### src/rtl/div_32_5_arb.sv
// Round-robin share of one constant divide-by-5 datapath among NREQ requesters, LAT cycles request to response.
// A held response (resp_valid && !resp_ready) freezes every stage; optional remainder output under DIV_REM_EN.

module div_32_5 (
  input  logic [31:0] x,
  output logic [29:0] q
`ifdef DIV_REM_EN
  ,
  output logic [2:0]  r
`endif
);
  logic [33:0] prod_unused;

  // Exact floor(x/5) for every 32-bit x: multiply by ceil(2^34/5) and keep bits above 34.
  assign {q, prod_unused} = {32'd0, x} * 64'h0000_0000_CCCC_CCCD;

`ifdef DIV_REM_EN
  logic [28:0] rem_unused;
  assign {rem_unused, r} = x - {q, 2'b00} - {2'b00, q};
`endif
endmodule

module div_32_5_arb #(
  parameter  int NREQ = 4,
  parameter  int LAT  = 2,
  localparam int IDW  = $clog2(NREQ)
) (
  input  logic                 clk,
  input  logic                 rst,
  input  logic [NREQ-1:0]      req_valid,
  input  logic [32*NREQ-1:0]   req_x,
  output logic [NREQ-1:0]      req_ready,
  output logic                 resp_valid,
  output logic [IDW-1:0]       resp_id,
  output logic [29:0]          resp_q,
`ifdef DIV_REM_EN
  output logic [2:0]           resp_r,
`endif
  input  logic                 resp_ready,
  output logic                 busy
);
  localparam int NOUT = LAT - 1;

  logic            adv;
  logic            hs;
  logic [NREQ-1:0] grant;
  logic [IDW-1:0]  gnt_id;
  logic [IDW-1:0]  idx;

  logic [IDW-1:0]  ptr_q, ptr_d;
  logic            s1_vld_q, s1_vld_d;
  logic [IDW-1:0]  s1_id_q, s1_id_d;
  logic [31:0]     s1_x_q, s1_x_d;

  logic [29:0]     div_q;
  logic            o_vld_q [NOUT];
  logic [IDW-1:0]  o_id_q  [NOUT];
  logic [29:0]     o_q_q   [NOUT];
`ifdef DIV_REM_EN
  logic [2:0]      div_r;
  logic [2:0]      o_r_q   [NOUT];
`endif

  assign adv = !o_vld_q[NOUT-1] || resp_ready;

  // Scan offsets from the top down so the requester closest above ptr is the last (winning) write.
  always_comb begin
    grant  = '0;
    gnt_id = '0;
    idx    = '0;
    for (int k = NREQ - 1; k >= 0; k--) begin
      idx = IDW'((int'(ptr_q) + k) % NREQ);
      if (req_valid[idx]) begin
        grant      = '0;
        grant[idx] = 1'b1;
        gnt_id     = idx;
      end
    end
  end

  assign req_ready = (adv && !rst) ? grant : '0;
  assign hs        = |req_ready;

  always_comb begin
    ptr_d    = ptr_q;
    s1_vld_d = s1_vld_q;
    s1_id_d  = s1_id_q;
    s1_x_d   = s1_x_q;
    if (adv) begin
      s1_vld_d = hs;
      if (hs) begin
        ptr_d   = (gnt_id == IDW'(NREQ - 1)) ? '0 : gnt_id + IDW'(1);
        s1_id_d = gnt_id;
        s1_x_d  = req_x[32*gnt_id +: 32];
      end
    end
  end

  div_32_5 u_div (
    .x (s1_x_q),
    .q (div_q)
`ifdef DIV_REM_EN
    ,
    .r (div_r)
`endif
  );

  always_ff @(posedge clk) begin
    if (rst) begin
      ptr_q    <= '0;
      s1_vld_q <= 1'b0;
      s1_id_q  <= '0;
      s1_x_q   <= '0;
      for (int k = 0; k < NOUT; k++) begin
        o_vld_q[k] <= 1'b0;
        o_id_q[k]  <= '0;
        o_q_q[k]   <= '0;
`ifdef DIV_REM_EN
        o_r_q[k]   <= '0;
`endif
      end
    end else begin
      ptr_q    <= ptr_d;
      s1_vld_q <= s1_vld_d;
      s1_id_q  <= s1_id_d;
      s1_x_q   <= s1_x_d;
      if (adv) begin
        o_vld_q[0] <= s1_vld_q;
        o_id_q[0]  <= s1_id_q;
        o_q_q[0]   <= div_q;
`ifdef DIV_REM_EN
        o_r_q[0]   <= div_r;
`endif
        for (int k = 1; k < NOUT; k++) begin
          o_vld_q[k] <= o_vld_q[k-1];
          o_id_q[k]  <= o_id_q[k-1];
          o_q_q[k]   <= o_q_q[k-1];
`ifdef DIV_REM_EN
          o_r_q[k]   <= o_r_q[k-1];
`endif
        end
      end
    end
  end

  always_comb begin
    busy = s1_vld_q;
    for (int k = 0; k < NOUT; k++) begin
      busy = busy | o_vld_q[k];
    end
  end

  assign resp_valid = o_vld_q[NOUT-1];
  assign resp_id    = o_id_q[NOUT-1];
  assign resp_q     = o_q_q[NOUT-1];
`ifdef DIV_REM_EN
  assign resp_r     = o_r_q[NOUT-1];
`endif
endmodule

### config.mk
export PLATFORM = sky130hd
export DESIGN_NAME = div_32_5_arb
export DESIGN_NICKNAME = d
export VERILOG_FILES = /design/src/rtl/div_32_5_arb.sv
export SDC_FILE = /design/constraint.sdc
export NUM_CORES = 1
export LEC_CHECK = 0
export ABC_AREA = 1
export CAP_MARGIN = 40
export CELL_PAD_IN_SITES_DETAIL_PLACEMENT = 0
export CELL_PAD_IN_SITES_GLOBAL_PLACEMENT = 1
export CORE_MARGIN = 4
export CORE_UTILIZATION = 39
export CTS_BUF_LIST = sky130_fd_sc_hd__clkbuf_8
export DETAILED_ROUTE_END_ITERATION = 8
export HOLD_SLACK_MARGIN = 0.03
export PLACE_DENSITY = 0.83
export SETUP_SLACK_MARGIN = 0.1
export SYNTH_ARGS = -nofsm -noshare
export SYNTH_HDL_FRONTEND = slang
export SYNTH_HIERARCHICAL = 1
export SYNTH_SLANG_ARGS = --single-unit
### constraint.sdc
create_clock -name clk -period 18.2 [get_ports clk]
set_input_delay 4.55 -clock clk [delete_from_list [all_inputs] [get_ports clk]]
set_output_delay 4.55 -clock clk [all_outputs]
set_load 0.02 [all_outputs]
Word-level counts from Yosys, hierarchy flattened
Memory sizes are Yosys's and may differ from the RTL's.
Cells that the tools add are included.
{"block": "totals", "regBits": 37, "ram_bits": 33, "in_bits": 135, "output_inout_bits": 38, "elab_cells": 73, "memories": 3}
{"memory": "o_q_q", "depth": 1, "word_bits": 30, "rd": 1, "rd_clocked_by_memory_dff": 0, "wr": 1, "line": "58", "text": "logic [29:0] o_q_q [NOUT];"}
{"memory": "o_id_q", "depth": 1, "word_bits": 2, "rd": 1, "rd_clocked_by_memory_dff": 0, "wr": 1, "line": "57", "text": "logic [IDW-1:0] o_id_q [NOUT];"}
{"memory": "o_vld_q", "depth": 1, "word_bits": 1, "rd": 1, "rd_clocked_by_memory_dff": 0, "wr": 1, "line": "56", "text": "logic o_vld_q [NOUT];"}
{"block": "classes", "n_addsub": 4, "n_mul": 1, "n_lt_le_gt_ge": 8, "eq_ne": 1, "shift": 1, "n_mux": 37, "n_bitwise": 1, "reduce_logical": 13}
{"cell": "$shiftx 128x8->32", "n": 1}
{"cell": "$mul 32x32->64 const B", "n": 1}
{"cell": "$mux 30", "n": 1}
{"cell": "$reduce_or 30->1", "n": 1}
{"cell": "$mux 4", "n": 5}
{"cell": "$mux 1", "n": 17}
{"cell": "$lt 2x3->1 const B", "n": 4}
{"cell": "$mux 2", "n": 6}
{"cell": "$bmux 1 s2", "n": 4}
{"cell": "$demux 1 s2", "n": 4}
{"cell": "$ge 2x1->1 const B", "n": 4}
{"cell": "$logic_and 1x1->1", "n": 5}
{"cell": "$add 2x1->2 const B", "n": 2}
{"cell": "$add 2x2->2 const B", "n": 2}
{"cell": "$reduce_or 4->1", "n": 1}
{"cell": "$eq 2x2->1 const B", "n": 1}
{"cell": "$logic_not 1->1", "n": 2}
{"cell": "$reduce_and 2->1", "n": 1}
{"cell": "$reduce_or 2->1", "n": 1}
{"cell": "$logic_or 1x1->1", "n": 1}
{"cell": "$or 1x1->1", "n": 1}
{"cell": "$reduce_or 1->1", "n": 1}

Logic depth before layout (Yosys ltp)
{"block": "depth", "depth_word": 12, "ltp_mapped": 32, "mapped_depth_nobuf": 31}

Modules after synthesis
Netlist, hierarchy kept.
{"module": "div_32_5", "n_inst": 1, "cells_each": 2333, "area_per_inst_um2": 18754.2, "seq_area_each_um2": 0.0}
{"module": "div_32_5_arb", "n_inst": 1, "cells_each": 775, "area_per_inst_um2": 4832.1, "seq_area_each_um2": 1731.7}

Worst setup path before layout
OpenSTA, ideal clock, no wires.
{"block": "synth_path", "kind": "in2out", "from": "in req_valid[3]", "to": "out req_ready[0]", "arrival_time_ps": 5403, "required_time_ps": 13650, "setup_slack_ps": 8247, "stages": 9, "n_path_buf": 0, "path_cell_list": "inv_1 nand2_1 nand3_1 nand2_2 nor2_1 nand2_1 nand3_1 nand2_1 inv_1"}
{"block": "synth_via", "elab_chain_len": 7, "word_cells_on_any_way": 13, "cone_classes": "mux: 13"}
{"item": "start: declaration", "line": "30", "text": "input logic [NREQ-1:0] req_valid,"}
{"item": "$bmux 1 s2", "line": "73", "text": "if (req_valid[idx]) begin"}
{"item": "$mux 1 (implied by the code)", "line": "73"}
{"item": "$mux 4 (3 in a row)", "line": "73"}
{"item": "$mux 4 *", "line": "73"}
{"item": "$mux 4 *", "line": "81", "text": "assign req_ready = (adv && !rst) ? grant : '0;"}
{"item": "end: declaration", "line": "32", "text": "output logic [NREQ-1:0] req_ready,"}
Mark *: on every way between the ends. The rest lies on a longest branch, timed or not. The select of a mux whose other input is x is not followed.

Final worst setup path
{"block": "layout_path", "from": "in req_valid[1]", "to": "out req_ready[0]"}
Same word-level chain as after synthesis.

==> impl_results.html <==
<table>
<tr><th>Metric</th><th>Value</th></tr>
<tr><th colspan="2">Detailed routing</th></tr>
<tr><td>Drt via density</td><td>4.77</td></tr>
<tr><td>Per-cell routed wire length</td><td>17.8 um</td></tr>
<tr><td>Routed via count</td><td>19300</td></tr>
<tr><td>Number of detailed-route iterations in the first pass</td><td>7</td></tr>
<tr><td>Post-Route WL</td><td>71800 um</td></tr>
<tr><td>DRC Markers</td><td>0</td></tr>
<tr><td>Number of DRC violations after detailed-routing iteration 0</td><td>1161</td></tr>
<tr><td>Count of antenna-violating nets left after detailed routing</td><td>0</td></tr>
<tr><th colspan="2">Hold path</th></tr>
<tr><td>Start point of the worst min-delay path</td><td>s1_id_q[1]</td></tr>
<tr><td>Worst min-delay path category</td><td>register to register</td></tr>
<tr><th colspan="2">CTS</th></tr>
<tr><td>Sink Count</td><td>70</td></tr>
<tr><td>TritonCTS clock tree</td><td>yes</td></tr>
<tr><td>Clock transition at the registers of the reported paths</td><td>0.08 ns</td></tr>
<tr><td>Hold buffer count at CTS</td><td>0</td></tr>
<tr><td>Setup Buffers After CTS</td><td>0</td></tr>
<tr><td>PostCTS Resize Cnt</td><td>0</td></tr>
<tr><td>CTS Buf Count</td><td>9</td></tr>
<tr><td>Maximum level of the CTS H-tree</td><td>3</td></tr>
<tr><td>Bufs on Longest Clock Path</td><td>2</td></tr>
<tr><td>Clock network latency to the later pin of the worst-skew pair</td><td>0.42 ns</td></tr>
<tr><td>Root Buffer</td><td>sky130_fd_sc_hd__clkbuf_8</td></tr>
<tr><th colspan="2">Setup path</th></tr>
<tr><td>CP Capture Type</td><td>primary output</td></tr>
<tr><td>Setup crit start kind</td><td>input pin</td></tr>
<tr><td>Category of the most critical setup path</td><td>input pin to primary output</td></tr>
<tr><td>CP Max Fanout</td><td>6</td></tr>
<tr><td>Slowest stage delay, CP</td><td>0.60 ns</td></tr>
<tr><td>Worst Setup SP</td><td>req_valid[1]</td></tr>
<tr><td>Buf/Inv on CP</td><td>4</td></tr>
<tr><td>Reg-to-reg critical path startpoint</td><td>s1_x_q[17]</td></tr>
<tr><td>Sequence of cells on the critical path</td><td>clkdlybuf4s50_1 &gt; inv_1 &gt; nand2_1 &gt; nand3_1 &gt; nand2_2 &gt; nor2_1 &gt; nand2_1 &gt; nand3_1 &gt; nand2_1 &gt; inv_1 &gt; clkdlybuf4s50_1</td></tr>
<tr><td>CP required</td><td>13.65 ns</td></tr>
<tr><td>Cell with the most instances on the worst path</td><td>sky130_fd_sc_hd__nand2_1</td></tr>
<tr><td>Worst Path Arrival</td><td>6.63 ns</td></tr>
<tr><td>Slowest stage cell on the critical path</td><td>sky130_fd_sc_hd__clkdlybuf4s50_1</td></tr>
<tr><td>Kind of cell with the highest combined delay on the critical path</td><td>buffers and inverters</td></tr>
<tr><th colspan="2">Run status</th></tr>
<tr><td>Status</td><td>finished, final reports clean</td></tr>
<tr><th colspan="2">Yosys</th></tr>
<tr><td>Proportion of synthesized chip area in sequential cells</td><td>7.34%</td></tr>
<tr><td>Number of nets produced by synthesis</td><td>3983</td></tr>
<tr><td>Cell variety after synth</td><td>36</td></tr>
<tr><td>Summed instance area of the synthesized netlist</td><td>23600 um2</td></tr>
<tr><td>Number of warnings issued by yosys</td><td>6</td></tr>
<tr><td>Number of standard cells after synthesis</td><td>3108</td></tr>
<tr><td>Number of flip-flops and latches in the synthesized netlist</td><td>70</td></tr>
<tr><td>Syn Area/Cell</td><td>7.59 um2</td></tr>
<tr><th colspan="2">Placed design</th></tr>
<tr><td>Routability congestion estimate</td><td>0.984</td></tr>
<tr><td>Count of input and output buffers</td><td>172</td></tr>
<tr><td>Half-perimeter wire length after detailed placement</td><td>63800 um</td></tr>
<tr><td>Number of cells in the design after placement</td><td>4016</td></tr>
<tr><td>Instance area at placement</td><td>26100 um2</td></tr>
<tr><th colspan="2">Die</th></tr>
<tr><td>Die width</td><td>254 um</td></tr>
<tr><td>Starting Density</td><td>39.7%</td></tr>
<tr><td>Die area</td><td>64500 um2</td></tr>
<tr><td>Standard-cell row count</td><td>89</td></tr>
<tr><td>Chip Height</td><td>254 um</td></tr>
<tr><td>Number of I/O pins</td><td>173</td></tr>
<tr><td>Total core area</td><td>59500 um2</td></tr>
<tr><th colspan="2">STA</th></tr>
<tr><td>Final Hold Fails</td><td>0</td></tr>
<tr><td>Clk_skew</td><td>0.0222 ns</td></tr>
<tr><td>Time the worst path needs with I/O delays and setup</td><td>11.18 ns</td></tr>
<tr><td>Least-Margin Pin Slew</td><td>0.719 ns</td></tr>
<tr><td>Setup repair after global routing missed its margin</td><td>no</td></tr>
<tr><td>Setup-failing EPs final</td><td>0</td></tr>
<tr><td>Setup TNS</td><td>0 ns</td></tr>
<tr><td>Max Transition Viols Final</td><td>0</td></tr>
<tr><td>Share of the clock period used by the worst path after layout</td><td>61.4%</td></tr>
<tr><td>Maximum operating frequency</td><td>89.5 MHz</td></tr>
<tr><td>Remaining max-slew budget at the tightest pin</td><td>51.9%</td></tr>
<tr><th colspan="2">Cells and area</th></tr>
<tr><td>Final non-filler cell total</td><td>4032</td></tr>
<tr><td>Post-route design area</td><td>26400 um2</td></tr>
<tr><td>Post-route core utilization</td><td>44.3%</td></tr>
<tr><td>Commonest non-fill, non-tap cell in the layout</td><td>sky130_fd_sc_hd__inv_1</td></tr>
<tr><td>Area Growth Syn to Fin</td><td>11.7%</td></tr>
<tr><td>Number of nets in the finished design</td><td>4129</td></tr>
<tr><td>Total of fill cells in the finished design</td><td>6147</td></tr>
<tr><td>Count of inserted antenna diode cells</td><td>0</td></tr>
<tr><td>Share of cells above drive strength 1</td><td>1.99%</td></tr>
<tr><td>Most frequent cells in the layout</td><td>sky130_fd_sc_hd__inv_1, sky130_fd_sc_hd__nand2_1, sky130_fd_sc_hd__fa_1</td></tr>
<tr><th colspan="2">Global route</th></tr>
<tr><td>Total global-route track usage</td><td>23.0%</td></tr>
<tr><td>Maximum number of pins on one net before global-route repair</td><td>74</td></tr>
<tr><td>Wire length of the first global-routing pass</td><td>113000 um</td></tr>
<tr><td>Overflow after GRT</td><td>0</td></tr>
<tr><td>Initial antenna violation count</td><td>0</td></tr>
<tr><td>Vias in the first global route</td><td>20300</td></tr>
<tr><th colspan="2">Job</th></tr>
<tr><td>Max-Cap Viols</td><td>0</td></tr>
</table>
[worst reg2reg max path, stage by stage (launching register included)]
cell                      delay, ns
sky130_fd_sc_hd__dfxtp_1       0.68
sky130_fd_sc_hd__ha_1          0.53
sky130_fd_sc_hd__inv_1         0.20
sky130_fd_sc_hd__fa_1          0.54
sky130_fd_sc_hd__inv_1         0.06
sky130_fd_sc_hd__fa_1          0.50
sky130_fd_sc_hd__inv_1         0.06
sky130_fd_sc_hd__fa_1          0.51
sky130_fd_sc_hd__inv_1         0.06
sky130_fd_sc_hd__fa_1          0.45
sky130_fd_sc_hd__fa_1          0.48
sky130_fd_sc_hd__fa_1          0.51
sky130_fd_sc_hd__fa_1          0.42
sky130_fd_sc_hd__ha_1          0.36
sky130_fd_sc_hd__a21oi_1       0.34
sky130_fd_sc_hd__o21ai_0       0.13
sky130_fd_sc_hd__a21oi_1       0.33
sky130_fd_sc_hd__nand2_1       0.18
sky130_fd_sc_hd__a21oi_1       0.30
sky130_fd_sc_hd__nand2_1       0.09
sky130_fd_sc_hd__nand2_1       0.07
sky130_fd_sc_hd__nand2_1       0.05
sky130_fd_sc_hd__inv_1         0.05
sky130_fd_sc_hd__nor2_1        0.05
[kinds of logic (layout without fill, tap and decap cells)]
kind of cell / after synthesis / after routing / share of synthesized area (%)
compound gates: 155 / 155 / 3.63
flops: 70 / 70 / 7.34
xor+xnor: 47 / 47 / 1.75
fa+ha+maj: 740 / 740 / 51.5
simple gates: 1117 / 1117 / 19.8
buf+inv: 979 / 1130 / 15.9
[metal layers]
metal / GRT usage (%) / vias up / wire [um]
li1: - / 9451 / -
met1: 29.3 / 9176 / 30400
met2: 39.1 / 516 / 34200
met3: 4.54 / 109 / 4270
met4: 8.42 / 0 / 2890
met5: 0 / - / 0
[registers in the layout, indices dropped and copies added (netlist names)]
| signal | count |
|---|---|
| o_vld_q | 1 |
| o_q_q | 30 |
| s1_id_q | 2 |
| o_id_q | 2 |
| ptr_q | 2 |
| s1_vld_q | 1 |
| s1_x_q | 32 |
[final timing paths]
| check | end | slack [ns] | depth (start not counted) |
|---|---|---|---|
| setup / recovery | req_ready[0] | 7.02 | 11 |
| hold reg to reg | s1_id_q[1] | 0.53 | 4 |
| setup reg to reg | o_q_q[0][23] | 11.03 | 23 |
| hold / removal | s1_id_q[1] | 0.53 | 4 |
[stage by stage]
stage | hold slack (ns) | setup WS [ns]
6_report | 0.529 | 7.02
5_1_grt | 0.581 | 6.88
4_1_cts | 0.537 | 7.04
3_5_place_dp | 0.526 | 7.03
3_3_place_gp | 0.516 | 6.89
2_1_floorplan | 0.471 | 8.25
[final cells by class]
| class | instances | area, um2 | share of cell area [%] |
|---|---|---|---|
| Multi-Input combinational cell | 2059 | 18100 | 68.8 |
| Inverter | 932 | 3500 | 13.3 |
| Timing Repair Buffer | 182 | 1820 | 6.91 |
| Sequential cell | 70 | 1730 | 6.57 |
| Tap cell | 773 | 967 | 3.67 |
| Clock buffer | 10 | 138 | 0.522 |
| Clock inverter | 6 | 67.6 | 0.256 |
[synthesized netlist by cell type, drive strengths merged]
| cell | instances | area [um2] |
|---|---|---|
| a21boi | 1 | 11.3 |
| a21o | 9 | 67.6 |
| a21oi | 82 | 410 |
| and2 | 2 | 12.5 |
| buf | 32 | 194 |
| clkbuf | 15 | 56.3 |
| dfxtp | 37 | 741 |
| edfxtp | 33 | 991 |
| fa | 386 | 7730 |
| ha | 354 | 4430 |
| inv | 932 | 3500 |
| nand2 | 651 | 2470 |
| nand3 | 165 | 836 |
| nand3b | 32 | 240 |
| nand4 | 8 | 50.1 |
| nor2 | 239 | 925 |
| nor3 | 14 | 95.1 |
| nor4 | 3 | 37.5 |
| o21a | 1 | 7.51 |
| o21ai | 41 | 205 |
| o21bai | 19 | 143 |
| o22ai | 2 | 12.5 |
| or2 | 3 | 18.8 |
| xnor2 | 8 | 70.1 |
| xor2 | 39 | 342 |
Power is left out: the tool's default activity adds up to more than one toggle a clock period on the data nets, which glitch-free logic cannot reach.
